<file path="src/rtl/pc_seq.sv">
// Next-PC sequencer for the fetch stage.
// Drives the PC register's control inputs (write enable/data, branch
// select/value), arbitrates absolute writes, relative branches and fetch
// stalls, and kills a fixed number of advancing fetch slots after every
// redirect. A saturating redirect counter is exposed for debug.
//
// Handshake: imem_ready is a ready qualifier from instruction memory; a fetch
// slot advances only in a cycle where stall=0 and imem_ready=1. br_valid and
// pcw_valid are single-cycle request strobes that are consumed in the cycle
// they are seen (no back-pressure); pcw_valid wins over br_valid.
module pc_seq #(
    parameter logic [31:0] RESET_VEC   = 32'h0000_0000,
    parameter int          FLUSH_DEPTH = 2,
    parameter int          CW          = 16
) (
    input  logic          clk,
    input  logic          rst,
    input  logic [31:0]   pc_cur,
    input  logic          stall,
    input  logic          imem_ready,
    input  logic          br_valid,
    input  logic [31:0]   br_off,
    input  logic          pcw_valid,
    input  logic [31:0]   pcw_data,
    output logic          pc_we,
    output logic [31:0]   pc_wd,
    output logic          pc_ib,
    output logic [31:0]   pc_bv,
    output logic          fetch_valid,
    output logic          flush,
    output logic [1:0]    state_o,
    output logic [CW-1:0] redir_count
);

    typedef enum logic [1:0] {
        BOOT  = 2'd0,
        RUN   = 2'd1,
        HOLD  = 2'd2,
        DRAIN = 2'd3
    } state_t;

    localparam logic [3:0] DEPTH = 4'(FLUSH_DEPTH);

    state_t        r_state;
    logic [3:0]    r_dcnt;
    logic [CW-1:0] r_redir_count;

    state_t        w_next_state;
    logic [3:0]    w_next_dcnt;
    logic          w_redir;
    logic          w_hold;
    logic          w_sat;

    assign w_hold      = stall | ~imem_ready;
    assign w_sat       = &r_redir_count;
    assign state_o     = r_state;
    assign redir_count = r_redir_count;

    // Next-state and PC-control decode; redirects take effect combinationally.
    always_comb begin
        pc_we        = 1'b0;
        pc_wd        = 32'h0;
        pc_ib        = 1'b0;
        pc_bv        = 32'h0;
        fetch_valid  = 1'b0;
        flush        = 1'b0;
        w_next_state = r_state;
        w_next_dcnt  = r_dcnt;
        w_redir      = 1'b0;

        if (rst) begin
            // While reset is held the PC is pinned to the reset vector.
            pc_we        = 1'b1;
            pc_wd        = RESET_VEC;
            flush        = 1'b1;
            w_next_state = BOOT;
            w_next_dcnt  = 4'd0;
        end else if (r_state == BOOT) begin
            pc_we        = 1'b1;
            pc_wd        = RESET_VEC;
            flush        = 1'b1;
            w_next_state = DRAIN;
            w_next_dcnt  = DEPTH;
        end else if (pcw_valid) begin
            pc_we        = 1'b1;
            pc_wd        = pcw_data;
            flush        = 1'b1;
            w_next_state = DRAIN;
            w_next_dcnt  = DEPTH;
            w_redir      = 1'b1;
        end else if (br_valid) begin
            pc_ib        = 1'b1;
            pc_bv        = br_off;
            flush        = 1'b1;
            w_next_state = DRAIN;
            w_next_dcnt  = DEPTH;
            w_redir      = 1'b1;
        end else if (r_state == DRAIN) begin
            flush = 1'b1;
            if (w_hold) begin
                // Slot does not advance, so it does not count toward the drain.
                pc_we = 1'b1;
                pc_wd = pc_cur;
            end else begin
                w_next_dcnt = r_dcnt - 4'd1;
                if (r_dcnt <= 4'd1) begin
                    w_next_state = RUN;
                    w_next_dcnt  = 4'd0;
                end
            end
        end else begin
            // RUN and HOLD share the same decode; only the state differs.
            if (w_hold) begin
                pc_we        = 1'b1;
                pc_wd        = pc_cur;
                w_next_state = HOLD;
            end else begin
                fetch_valid  = 1'b1;
                w_next_state = RUN;
            end
        end
    end

    // State, drain counter and saturating redirect counter registers.
    always_ff @(posedge clk) begin
        if (rst) begin
            r_state       <= BOOT;
            r_dcnt        <= 4'd0;
            r_redir_count <= '0;
        end else begin
            r_state <= w_next_state;
            r_dcnt  <= w_next_dcnt;
            if (w_redir && !w_sat) begin
                r_redir_count <= r_redir_count + 1'b1;
            end
        end
    end

endmodule

</file>
<file path="config.mk">
export PLATFORM = sky130hd
export DESIGN_NAME = pc_seq
export DESIGN_NICKNAME = d
export VERILOG_FILES = /design/src/rtl/pc_seq.sv
export SDC_FILE = /design/constraint.sdc
export NUM_CORES = 1
export LEC_CHECK = 0
export ABC_AREA = 1
export CAP_MARGIN = 20
export CORE_ASPECT_RATIO = 0.75
export CORE_UTILIZATION = 29
export DETAILED_ROUTE_END_ITERATION = 8
export PLACE_DENSITY = 0.75
export SYNTH_ARGS = -nofsm -noshare
export SYNTH_HDL_FRONTEND = slang
export SYNTH_SLANG_ARGS = --single-unit
</file>
<file path="constraint.sdc">
create_clock -name clk -period 1.5 [get_ports clk]
set_clock_uncertainty 0.05 [all_clocks]
set_input_delay 0.3 -clock clk [delete_from_list [all_inputs] [get_ports clk]]
set_output_delay 0.3 -clock clk [all_outputs]
set_load 0.05 [all_outputs]
</file>
==> run_results.csv <==
group,metric,value,unit
final_layout,fin_util,0.947,
flow_run,cap_viol_max_count,0,
route,vias,4382,
timing,fmax,483,MHz
critical_path,critPathMaxFanout,7,
clock_network,clk_pin_slew,0.09,ns
final_layout,syn_to_final_growth,215,%
route,drc,0,
clock_network,htree_levels,1,
route,met2RoutedLength,8.81,mm
logic_synthesis,seq_area_frac_synth,0.200,
power,p_leak,0.00270,µW
logic_synthesis,syn_area,2200,µm²
route,routed-wl-met3,1.86,mm
final_layout,fin_nets,752,
route,routed_wl,18.7,mm
global_route,grt_max_degree,33,
route,viasPerCell,5.87,
logic_synthesis,synthTopCellsByArea,"dfxtp_1 20%, nand2_1 17%, nor2_1 10%",
timing,min_period,2.07,ns
logic_synthesis,syn_inst,396,
timing,holdWs,0.479,ns
timing,setup_viol,89,
timing,finalMaxSlewViolations,0,
critical_path,cp_slowest_cell,"dfxtp_4",
logic_synthesis,yosysWarnings,0,
timing,post-route-period-util,1.38,
route,top_layer_used,"met4",
power,vdd_ir_drop_max,0.510,mV
global_route,track_usage,0.379,
floorplanning,fp.dieArea,7950,µm²
floorplanning,die_x,103,µm
global_route,grt-ovfl-total,0,
critical_path,critical_path.top_delay_family,"buffers and inverters",
placed_design,hpwlAfterDp,9.31,mm
logic_synthesis,synth_top_area_share,0.200,
critical_path,path_buf_inv,5,
run_status,violations,"negative setup slack",
logic_synthesis,ys_types,30,
critical_path,start_kind,"register",
power,power_density,449,nW/µm²
clock_network,cts_sinks,22,
timing,fin_ws,-0.572,ns
critical_path,crit_type,"reg -> out",
logic_synthesis,synth_area_per_cell,5.56,µm²
clock_network,clk_latency,0.28,ns
clock_network,root_buffer,"clkbuf_8",
clock_network,cts_buffer_depth,2,
logic_synthesis,synthesis.nets,503,
floorplanning,ios,188,
route,drtIter0Drc,352,
placed_design,dp_slack,-0.571,ns
route,wl_met1,6.11,mm
clock_network,cts_made_buffers,3,
clock_network,cts_hold_buffers,0,
logic_synthesis,synth_area_leader_cell,"dfxtp_1",
global_route,antenna_found_initial,1,
floorplanning,rows,27,
route,final_antenna_net_count,0,
placed_design,port_buffers,187,
global_route,grt_pass1_vias,4222,
placed_design,gp_congestion,0.930,
critical_path,cp.required,1.15,ns
logic_synthesis,synth-seq-cells,22,
critical_path,end_kind,"output pin",
timing,rsz0062_at_grt,"true",
critical_path,path_cells,"inv_4 -> ha_4 -> inv_4 -> nand2_8 -> buf_4 -> clkbuf_16 -> a21oi_4 -> buf_12",
critical_path,cp_slowest_stage_delay,0.37,ns
route,routedWlPerCell,25.0,µm
floorplanning,fp.dieH,77.4,µm
global_route,grt_pass1_wl,22.9,mm
timing,tightest_slew,0.396,ns
clock_network,cts_tree,"done",
critical_path,worstPathArrival,1.72,ns
floorplanning,coreArea,7330,µm²
floorplanning,initial_core_util,0.300,
worst_hold_path,hold_path_class,"reg -> reg",
critical_path,critPathMostFrequentCell,"inv_4",
route,drt-pass1-iter-count,5,
timing,final_hold_viol_count,0,
final_layout,drive_gt1_frac,0.542,
run_status,outcome,"complete, but fails checks",
timing,relSlewSlack,0.734,
-- power breakdown --
part / leakage [µW] / switching [µW] / internal [µW]
clock: 0.0000357 / 228 / 357
combinational: 0.00247 / 1020 / 900
sequential: 0.000191 / 20.8 / 585
-- layout by cell type (no fill, tap or decap), drive strengths merged --
cell           Yosys  layout
a21oi             48      48
a31oi              1       1
buf               11     160
bufinv             0       1
clkbuf             8       4
clkdlybuf4s50      0      96
clkinv             0       1
clkinvlp           0       1
dfxtp             22      22
diode              0       1
dlygate4sd2        0       5
ha                 5       5
inv               62      60
nand2            108     109
nand3             41      41
nand4              4       4
nor2              64      64
nor3               7       7
o211ai             1       1
o21ai              7       7
xnor2              5       5
xor2               2       2
-- path summary, 6_finish.rpt --
check                 start               to  slack (ns)  cells after the start
max              state_o[0]        pc_wd[19]       -0.57                      8
min          redir_count[0]   redir_count[0]        0.48                      2
max reg2reg      state_o[0]  redir_count[15]       -0.51                     13
min reg2reg  redir_count[0]   redir_count[0]        0.48                      2
-- synthesized netlist by cell type --
cell type  instances
a21oi_2            8
inv_1             57
clkbuf_1           8
a21oi_1           39
buf_6              2
buf_4              1
nand3_4            1
inv_2              5
dfxtp_1           22
nand2_4            1
o21ai_1            1
xor2_1             2
a21oi_4            1
o211ai_1           1
nor3_1             6
nor2_4             2
o21ai_0            6
ha_1               5
buf_1              2
nand3_1           39
nor2_1            59
nor2_2             3
nand2_1          102
nand3_2            1
nand2_2            5
xnor2_1            5
nor3_2             1
buf_2              6
nand4_1            4
a31oi_1            1
-- worst min-delay path, delay by kind of cell, from the launching register on --
| kind | cells | cell delay [ns] |
|---|---|---|
| AO/OA/AOI/OAI | 1 | 0.05 |
| AND/OR/NAND/NOR | 1 | 0.08 |
| flip-flops | 1 | 0.37 |
-- stage by stage --
stage / total power, µW / instance area [µm²] / std cells / TNS (ns)
6_report: 3120 / 6940 / 746 / -42.89
5_1_grt: 3180 / 6940 / 746 / -46.10
4_1_cts: 2950 / 6710 / 736 / -36.18
3_5_place_dp: 2180 / 6120 / 712 / -42.73
3_3_place_gp: 2140 / 6120 / 712 / -39.50
2_1_floorplan: 1380 / 2990 / 396 / -20.65
-- per-layer routing --
layer,GRT usage,vias to the layer above
li1,-,1742
met1,0.418,2036
met2,0.681,426
met3,0.0775,178
met4,0.186,0
met5,0,-
-- cell families (layout without fill, tap and decap cells) --
kind of cell,after synthesis,count (layout),synth area share
AND/OR/NAND/NOR,224,225,0.443
AO/OA/AOI/OAI,57,57,0.150
adder cells (fa/ha/maj),5,5,0.0284
flip-flops,22,22,0.200
other,0,1,0
buffers and inverters,81,328,0.150
XOR/XNOR,7,7,0.0279
-- registers in the layout, indices dropped and copies added (netlist names) --
signal and cells:
r_dcnt 4, redir_count 16, state_o 2
-- layout make-up --
| cell class | instances | area, µm² |
|---|---|---|
| Clock buffer | 3 | 41.3 |
| Fill cell | 195 | 390 |
| Tap cell | 101 | 126 |
| Clock inverter | 1 | 30.0 |
| Inverter | 62 | 251 |
| Sequential cell | 22 | 498 |
| Multi-Input combinational cell | 294 | 2470 |
| Antenna cell | 1 | 2.50 |
| Timing Repair Buffer | 262 | 3520 |
-- timing repair --
action | CTS | global route
gates cloned | 6 | 1
pin swaps | 27 | 30
gates resized for setup | 70 | 46
setup buffers | 16 | 13
endpoints found under the setup margin | 88 | 90
Power figures use the tool's default switching activity.
